`src/rtl/jtsdram_bank_arb_if.sv`:
```
// jtsdram_bank_arb_if: bank-tester and SDRAM-controller signals of the bank arbiter
interface jtsdram_bank_arb_if #(
    parameter int AW = 22
);
    logic            dwnld_busy;
    logic [3:0]      ba_rd, ba_wr, ba_err, ba_rdy;
    logic [4*AW-1:0] ba_addr;
    logic [63:0]     ba_din;
    logic [15:0]     ba_dout;
    logic            ba0_bad, ba1_bad, ba2_bad, ba3_bad;
    logic            sdram_req, sdram_we, sdram_ack, sdram_rdy;
    logic [1:0]      sdram_ba;
    logic [AW-1:0]   sdram_addr;
    logic [15:0]     sdram_din, sdram_dout;

    modport master (
        input  dwnld_busy, ba_rd, ba_wr, ba_addr, ba_din, ba_err, sdram_ack, sdram_rdy, sdram_dout,
        output ba_rdy, ba_dout, ba0_bad, ba1_bad, ba2_bad, ba3_bad,
               sdram_req, sdram_we, sdram_ba, sdram_addr, sdram_din
    );

    modport slave (
        output dwnld_busy, ba_rd, ba_wr, ba_addr, ba_din, ba_err, sdram_ack, sdram_rdy, sdram_dout,
        input  ba_rdy, ba_dout, ba0_bad, ba1_bad, ba2_bad, ba3_bad,
               sdram_req, sdram_we, sdram_ba, sdram_addr, sdram_din
    );
endinterface

```
`src/rtl/jtsdram_bank_arb.sv`:
```
// jtsdram_bank_arb: round-robin arbiter sharing one SDRAM port among four bank testers,
// with per-bank access timeout and sticky bad flags.
module jtsdram_bank_arb #(
    parameter int AW   = 22,
    parameter int TOUT = 1023
) (
    input logic clk,
    input logic rst,
    jtsdram_bank_arb_if.master bus
);
    localparam int CW = $clog2(TOUT + 1);

    typedef enum logic [1:0] {IDLE, ISSUE, WAIT} state_t;

    state_t        st;
    logic [1:0]    last, sel;
    logic [CW-1:0] cnt;
    logic [3:0]    bad, rq;
    logic          done, tmo;

    assign rq   = bus.ba_rd | bus.ba_wr;
    assign done = st == WAIT ? bus.sdram_rdy : st == ISSUE && bus.sdram_ack && bus.sdram_rdy;
    // a completion on the very cycle the limit is reached wins over the timeout
    assign tmo  = st != IDLE && !done && cnt == CW'(TOUT - 1);
    assign {bus.ba3_bad, bus.ba2_bad, bus.ba1_bad, bus.ba0_bad} = bad;

    // later assignments win, so the bank right after the last grant has top priority
    always_comb begin
        sel = last;
        for (int i = 4; i >= 1; i--)
            if (rq[2'(last + 2'(i))]) sel = 2'(last + 2'(i));
    end

    always_ff @(posedge clk or posedge rst) begin
        if (rst) begin
            st             <= IDLE;
            last           <= 2'd3;
            cnt            <= '0;
            bad            <= '0;
            bus.ba_rdy     <= '0;
            bus.ba_dout    <= '0;
            bus.sdram_req  <= 1'b0;
            bus.sdram_we   <= 1'b0;
            bus.sdram_ba   <= '0;
            bus.sdram_addr <= '0;
            bus.sdram_din  <= '0;
        end else begin
            bad        <= bad | bus.ba_err | (tmo ? 4'b1 << bus.sdram_ba : 4'b0);
            bus.ba_rdy <= '0;
            case (st)
                IDLE: if (!bus.dwnld_busy && |rq) begin
                    bus.sdram_ba   <= sel;
                    bus.sdram_we   <= bus.ba_wr[sel];
                    bus.sdram_addr <= bus.ba_addr[sel*AW +: AW];
                    bus.sdram_din  <= bus.ba_din[sel*16 +: 16];
                    bus.sdram_req  <= 1'b1;
                    cnt            <= '0;
                    st             <= ISSUE;
                end
                default: begin
                    cnt <= cnt == CW'(TOUT) ? cnt : cnt + 1'b1;
                    if (done || tmo) begin
                        bus.ba_dout   <= done ? bus.sdram_dout : 16'hFFFF;
                        bus.ba_rdy    <= 4'b1 << bus.sdram_ba;
                        last          <= bus.sdram_ba;
                        bus.sdram_req <= 1'b0;
                        st            <= IDLE;
                    end else if (st == ISSUE && bus.sdram_ack) begin
                        bus.sdram_req <= 1'b0;
                        st            <= WAIT;
                    end
                end
            endcase
        end
    end
endmodule

```
`src/flat_wrapper.sv`:
```
// flat-port wrapper written by rule: the top's interface ports become plain ports
module jtsdram_bank_arb_flat 
#(
    parameter int AW   = 22,
    parameter int TOUT = 1023
)
  (clk, rst, bus_dwnld_busy, bus_ba_rd, bus_ba_wr, bus_ba_addr, bus_ba_din, bus_ba_err, bus_sdram_ack, bus_sdram_rdy, bus_sdram_dout, bus_ba_rdy, bus_ba_dout, bus_ba0_bad, bus_ba1_bad, bus_ba2_bad, bus_ba3_bad, bus_sdram_req, bus_sdram_we, bus_sdram_ba, bus_sdram_addr, bus_sdram_din);
  jtsdram_bank_arb_if #(.AW(AW)) bus_i ();
  input logic clk;
  input logic rst;
  input wire logic [$bits(bus_i.dwnld_busy)-1:0] bus_dwnld_busy;
  input wire logic [$bits(bus_i.ba_rd)-1:0] bus_ba_rd;
  input wire logic [$bits(bus_i.ba_wr)-1:0] bus_ba_wr;
  input wire logic [$bits(bus_i.ba_addr)-1:0] bus_ba_addr;
  input wire logic [$bits(bus_i.ba_din)-1:0] bus_ba_din;
  input wire logic [$bits(bus_i.ba_err)-1:0] bus_ba_err;
  input wire logic [$bits(bus_i.sdram_ack)-1:0] bus_sdram_ack;
  input wire logic [$bits(bus_i.sdram_rdy)-1:0] bus_sdram_rdy;
  input wire logic [$bits(bus_i.sdram_dout)-1:0] bus_sdram_dout;
  output wire logic [$bits(bus_i.ba_rdy)-1:0] bus_ba_rdy;
  output wire logic [$bits(bus_i.ba_dout)-1:0] bus_ba_dout;
  output wire logic [$bits(bus_i.ba0_bad)-1:0] bus_ba0_bad;
  output wire logic [$bits(bus_i.ba1_bad)-1:0] bus_ba1_bad;
  output wire logic [$bits(bus_i.ba2_bad)-1:0] bus_ba2_bad;
  output wire logic [$bits(bus_i.ba3_bad)-1:0] bus_ba3_bad;
  output wire logic [$bits(bus_i.sdram_req)-1:0] bus_sdram_req;
  output wire logic [$bits(bus_i.sdram_we)-1:0] bus_sdram_we;
  output wire logic [$bits(bus_i.sdram_ba)-1:0] bus_sdram_ba;
  output wire logic [$bits(bus_i.sdram_addr)-1:0] bus_sdram_addr;
  output wire logic [$bits(bus_i.sdram_din)-1:0] bus_sdram_din;
  assign bus_i.dwnld_busy = bus_dwnld_busy;
  assign bus_i.ba_rd = bus_ba_rd;
  assign bus_i.ba_wr = bus_ba_wr;
  assign bus_i.ba_addr = bus_ba_addr;
  assign bus_i.ba_din = bus_ba_din;
  assign bus_i.ba_err = bus_ba_err;
  assign bus_i.sdram_ack = bus_sdram_ack;
  assign bus_i.sdram_rdy = bus_sdram_rdy;
  assign bus_i.sdram_dout = bus_sdram_dout;
  assign bus_ba_rdy = bus_i.ba_rdy;
  assign bus_ba_dout = bus_i.ba_dout;
  assign bus_ba0_bad = bus_i.ba0_bad;
  assign bus_ba1_bad = bus_i.ba1_bad;
  assign bus_ba2_bad = bus_i.ba2_bad;
  assign bus_ba3_bad = bus_i.ba3_bad;
  assign bus_sdram_req = bus_i.sdram_req;
  assign bus_sdram_we = bus_i.sdram_we;
  assign bus_sdram_ba = bus_i.sdram_ba;
  assign bus_sdram_addr = bus_i.sdram_addr;
  assign bus_sdram_din = bus_i.sdram_din;
  jtsdram_bank_arb #(.AW(AW), .TOUT(TOUT)) u_core (.clk(clk), .rst(rst), .bus(bus_i));
endmodule
```
`config.mk`:
```
export PLATFORM = sky130hd
export DESIGN_NAME = jtsdram_bank_arb_flat
export DESIGN_NICKNAME = d
export VERILOG_FILES = /design/src/rtl/jtsdram_bank_arb_if.sv /design/src/rtl/jtsdram_bank_arb.sv /design/src/flat_wrapper.sv
export SDC_FILE = /design/constraint.sdc
export NUM_CORES = 1
export LEC_CHECK = 0
export ABC_CLOCK_PERIOD_IN_PS = 3700
export BUFFER_PORTS_ARGS = -buffer_cell sky130_fd_sc_hd__buf_4
export CAP_MARGIN = 30
export CORE_MARGIN = 2
export CORE_UTILIZATION = 30
export CTS_CLUSTER_DIAMETER = 120
export DETAILED_ROUTE_END_ITERATION = 8
export PLACE_DENSITY = 0.64
export SLEW_MARGIN = 30
export SYNTH_ARGS = -nofsm -noshare
export SYNTH_HDL_FRONTEND = slang
export SYNTH_SLANG_ARGS = --single-unit
```
`constraint.sdc`:
```
create_clock -name clk -period 3.7 [get_ports clk]
set_input_delay 0.37 -clock clk [delete_from_list [all_inputs] [get_ports clk]]
set_output_delay 0.37 -clock clk [all_outputs]
set_load 0.02 [all_outputs]
```
# Yosys cells after proc, flatten, opt, wreduce, memory -nomap -nowiden
# Index checks and enable logic that the tools add are counted.
# op_classes
shifts	3
bitwise	4
n_eq_ne	6
add_sub_neg	4
magnitude_cmp	4
mux	27
n_reduce_logical	16
multipliers	1
# op_table
cell	count
indexed part select 88 x 8 -> 22 bit	1
indexed part select 64 x 7 -> 16 bit	1
two-way mux 10 bit	3
== test 10 bit (second input constant)	2
two-way mux 16 bit	1
two-way mux 2 bit	7
less-than comparator 2 x 3 -> 1 bit (second input constant)	4
two-way mux 4 bit	3
bitwise OR 4 bit	3
adder 10 x 1 -> 10 bit (second input constant)	1
two-way mux 1 bit	9
binary-select mux 1 bit (select 2 bit)	4
AND reduction 2 bit	4
multiplier 2 x 4 -> 6 bit (second input constant)	1
logical AND 1 bit	5
adder 2 bit (second input constant)	2
OR reduction 4 bit	1
<< shifter 1 x 2 -> 4 bit (first input constant)	1
nonzero test 3 bit	1
adder 2 x 1 -> 2 bit (second input constant)	1
== test 2 x 1 -> 1 bit (second input constant)	1
== test 2 bit (second input constant)	1
zero test 1 bit	2
zero test 2 bit	1
other kinds (5)	5
# word_totals
input_bits	185
wordCells	76
regBits	80

# Logic depth before layout (Yosys ltp)
# logic_depth
ltp_word	10
depth_mapped	9
depth_no_buf	6

# Least setup slack after synthesis
# OpenSTA, ideal clock, no wires.
# synth_path
kind	register to register
startpoint	register u_core.last[1]
endpoint	register u_core.bus.sdram_addr[0] (netlist bit)
n_path_buf	3
arrival_ps	1793
setup_slack_ps	1774
setup_ps	133
stages_incl_launch_ff	9
synth_period_minus_slack_ps	1926
path_cell_list	dfstp_2 > buf_4 > o21ba_1 > o32ai_1 > a21o_1 > buf_6 > buf_4 > mux2i_1 > o221ai_2
# synth_via
elab_chain_len	8
# synth_rtl
item	line_no	rtl
start, declared	jtsdram_bank_arb.sv:16	logic [1:0] last, sel;
start signal, assigned	jtsdram_bank_arb.sv:65	last <= bus.sdram_ba;
adder 2 bit	jtsdram_bank_arb.sv:31	if (rq[2'(last + 2'(i))]) sel = 2'(last + 2'(i));
binary-select mux 1 bit (select 2 bit)	jtsdram_bank_arb.sv:31	
two-way mux 1 bit (not written as such)	jtsdram_bank_arb.sv:31	
two-way mux 2 bit (2 in a row)	jtsdram_bank_arb.sv:31	
two-way mux 2 bit (*)	jtsdram_bank_arb.sv:31	
multiplier 2 x 4 -> 6 bit (*)	jtsdram_bank_arb.sv:54	bus.sdram_addr <= bus.ba_addr[sel*AW +: AW];
indexed part select 88 x 8 -> 22 bit (*)	jtsdram_bank_arb.sv:54	
end signal, assigned	jtsdram_bank_arb.sv:54	
end, declared	jtsdram_bank_arb_if.sv:19	sdram_req, sdram_we, sdram_ba, sdram_addr, sdram_din
# Mark *: on every way between the ends. The rest lies on a longest branch, timed or not. The select of a mux whose other input is x is not followed.
# A chain may end at the register's enable or synchronous reset.

# Worst setup path after layout
# layout_path
startpoint	register u_core.last[1]
endpoint	register u_core.bus.sdram_din[12] (netlist bit)
# layout_via
elab_chain_len	7
# layout_rtl
item	line_no	rtl
adder 2 bit	jtsdram_bank_arb.sv:31	
binary-select mux 1 bit (select 2 bit)	jtsdram_bank_arb.sv:31	
two-way mux 1 bit (not written as such)	jtsdram_bank_arb.sv:31	
two-way mux 2 bit (2 in a row)	jtsdram_bank_arb.sv:31	
two-way mux 2 bit (*)	jtsdram_bank_arb.sv:31	
indexed part select 64 x 7 -> 16 bit (*)	jtsdram_bank_arb.sv:55	bus.sdram_din <= bus.ba_din[sel*16 +: 16];
end signal, assigned	jtsdram_bank_arb.sv:55	
end, declared	jtsdram_bank_arb_if.sv:19	
# Marked as above.

==> qor.csv <==
stage,metric,value,unit
die,die_w,125.6,um
logic_synthesis,yosysWarnings,0,
setup_path,critPathLaunchType,register,
sta,final.setup.tns,0,ns
die,die_y,125.6,um
placement,place_ws,1.116,ns
global_route,top_usage_layer,met2,
sta,fmax,382.8,MHz
routing,vias,4033,
cells_and_area,layout-drive-gt1-share,0.4929,
setup_path,crit_path_end,u_core.bus.sdram_din[12],
global_route,grt_max_degree,52,
sta,maxSlewHeadroom,0.4027,
setup_path,path_class,register to register,
sta,rsz0062_at_grt,false,
setup_path,critical_path_arrival,2.81,ns
setup_path,cp_num_cells,7,
sta,fin_ws,1.088,ns
clock_network,cts_tree,yes,
cells_and_area,final_cell_mix,"buf_4, mux2i_1, dfrtp_1",
setup_path,crit_required,3.90,ns
setup_path,crit_family,compound AO/OA/AOI/OAI gates,
sta,setup_violations,0,
routing,drtIter0Drc,158,
placement,dpl.hpwl,10210,um
routing,drc_errors,0,
cells_and_area,stdcell_area,6738,um^2
logic_synthesis,synthesis.area,4439,um^2
cells_and_area,multiInputGateArea,2246,um^2
setup_path,slowest_delay,0.61,ns
routing,wl_per_cell,16.19,um
setup_path,crit_path_frequent_cell,buf_4,
die,start_util,0.3066,
global_route,grt_pass1_wl,20830,um
setup_path,worstPathMaxFanout,33,
logic_synthesis,avgSynthCellArea,11.35,um^2
clock_network,hold_buffers,0,
die,core-area,14480,um^2
cells_and_area,area_growth,51.78,%
clock_network,htreeDepth,3,
sta,fin_worst_skew,0.006491,ns
setup_path,crit_buf_inv,2,
sta,finalCritPeriodShare,0.7060,
global_route,grt_overflow,0,
worst_hold_path,min_path_type,input port to async pin,
sta,worst_pin_slew,0.8959,ns
clock_network,cts.repair.resized,0,
logic_synthesis,synth_cell_types,45,
global_route,grt_use_total,0.1641,
setup_path,critical_path.cell_chain,o21ba_1 > o32ai_1 > a21o_2 > buf_4 > or2_1 > buf_4 > o221ai_1,
power,peakVddDrop,0.3934,mV
cells_and_area,nets,818,
sta,fin_hold_ws,0.1283,ns
setup_path,r2r_end,u_core.bus.sdram_din[12],
setup_path,r2r_cells,7,
global_route,use_met1,0.1781,
clock_network,post-cts-setup-buffers,0,
placement,place_congestion,0.7989,
logic_synthesis,synth_edf_count,0,
routing,wl,13260,um
clock_network,clock-sinks,79,
setup_path,crit_start,u_core.last[1],
sta,slew_viol_final,0,
cells_and_area,regArea,1979,um^2
logic_synthesis,yosys_most_used_dff,dfrtp_1,
routing,ant_nets,0,
outcome,status,"finished, final reports clean",
clock_network,path_clk_slew,0.06,ns
clock_network,root_buffer,clkbuf_16,
logic_synthesis,async_reset_ff_frac,1.000,
sta,final-hold-violation-count,0,
cells_and_area,utilization,0.4653,
cells_and_area,final_common_cell,buf_4,
global_route,antenna_found_initial,0,
setup_path,cp-end-kind,register,
clock_network,clock_path_buffers,2,
sta,post-route-min-period,2.612,ns
placement,port_buffers,250,
logic_synthesis,synth_cells,391,
global_route,use_met3,0.03866,
setup_path,ff2ff_setup_slack,1.09,ns
power,p_leak,3.275,nW
cells_and_area,fill_cells,1382,
clock_network,clock_latency,0.34,ns
routing,viasPerCell,4.924,
global_route,grt_pass1_vias,4349,
cells_and_area,n_antenna_cell,0,
clock_network,numCtsBuffers,9,
power,p_per_area,764.8,nW/um^2
setup_path,reg2reg_from,u_core.last[1],
logic_synthesis,syn_nets,578,
die,rows,44,
logic_synthesis,seq_area_frac_synth,0.4459,
run,cap_violations,0,
logic_synthesis,ys_ff_latch,79,
routing,dr.pass1.iters,4,
die,io_pins,251,
die,die_area,15790,um^2
setup_path,critPathSlowestCell,dfstp_2,
placement,post_dp_cell_area,6405,um^2
global_route,globalRouteMet2Util,0.3081,
[metrics by stage]
step | power, mW | cells
final | 5.153 | 819
after global routing | 5.473 | 819
after CTS | 5.229 | 819
after detailed placement | 4.224 | 804
after global placement | 4.153 | 804
after floorplan | 3.324 | 391
[registers in the layout (all words and copies together) (netlist names)]
| register | count |
|---|---|
| u_core.bus.sdram_addr | 22 |
| u_core.bus.ba_dout | 16 |
| u_core.bus.sdram_din | 16 |
| u_core.cnt | 10 |
| u_core.bad | 4 |
| u_core.bus.ba_rdy | 4 |
| u_core.bus.sdram_ba | 2 |
| u_core.last | 2 |
| u_core.st | 2 |
| u_core.bus.sdram_we | 1 |
[synth_stat cells, types with 3 or more instances]
cell type | instances | area (um^2)
mux2i_1 | 78 | 780.8
dfrtp_1 | 77 | 1927
nand2_1 | 53 | 198.9
o221ai_2 | 29 | 435.4
o21ai_0 | 19 | 95.09
o22a_1 | 16 | 140.1
nor2_1 | 13 | 48.80
buf_4 | 9 | 67.56
o221ai_1 | 9 | 78.83
buf_6 | 8 | 90.09
clkbuf_1 | 7 | 26.28
nand2b_1 | 7 | 43.79
inv_1 | 5 | 18.77
and2_1 | 4 | 25.02
buf_2 | 4 | 20.02
nand3_1 | 4 | 20.02
a211oi_1 | 3 | 22.52
a21oi_1 | 3 | 15.01
nor2b_1 | 3 | 18.77
o31ai_1 | 3 | 22.52
or2_1 | 3 | 18.77
[worst register-to-register path, stage by stage, from the launching register on]
cell	delay, ns
dfstp_2	0.61
o21ba_1	0.17
o32ai_1	0.37
a21o_2	0.15
buf_4	0.45
or2_1	0.19
buf_4	0.35
o221ai_1	0.19
[area by class of cell]
cell class | instances | share of cell area
Multi-Input combinational cell | 279 | 0.3333
Sequential cell | 79 | 0.2938
Inverter | 5 | 0.003157
Clock buffer | 12 | 0.03955
Clock inverter | 3 | 0.009656
Timing Repair Buffer | 257 | 0.2864
Tap cell | 184 | 0.03417
[routing by layer]
metal,vias to the layer above,share of wire
met5,-,0
met4,0,0.020
met3,21,0.066
met2,143,0.54
met1,1919,0.38
li1,1950,-
[cell families (layout without fill, tap and decap cells)]
logic type,Yosys count,in the layout,share of synthesized area
xor+xnor,2,2,0.003947
flops,79,79,0.4459
compound gates,94,94,0.2060
mux,80,80,0.1809
buf+inv,33,277,0.05017
fa+ha+maj,2,2,0.005636
simple gates,101,101,0.1074
[how the worst min path moves through the flow]
stage                              from                         to
after floorplan           u_core.cnt[5]              u_core.cnt[5]
after global placement    u_core.bad[0]              u_core.bad[0]
after detailed placement  u_core.bad[1]              u_core.bad[1]
after CTS                           rst  u_core.bus.sdram_addr[18]
after global routing                rst  u_core.bus.sdram_addr[18]
final                               rst  u_core.bus.sdram_addr[18]
[report_power, final]
group / leakage [nW] / total (mW) / internal [mW] / switching [mW]
sequential: 0.955 / 1.50 / 1.23 / 0.267
clock: 0.165 / 0.982 / 0.641 / 0.341
combinational: 2.16 / 2.67 / 1.23 / 1.44
Note: power is estimated with default switching activity, not from simulation.
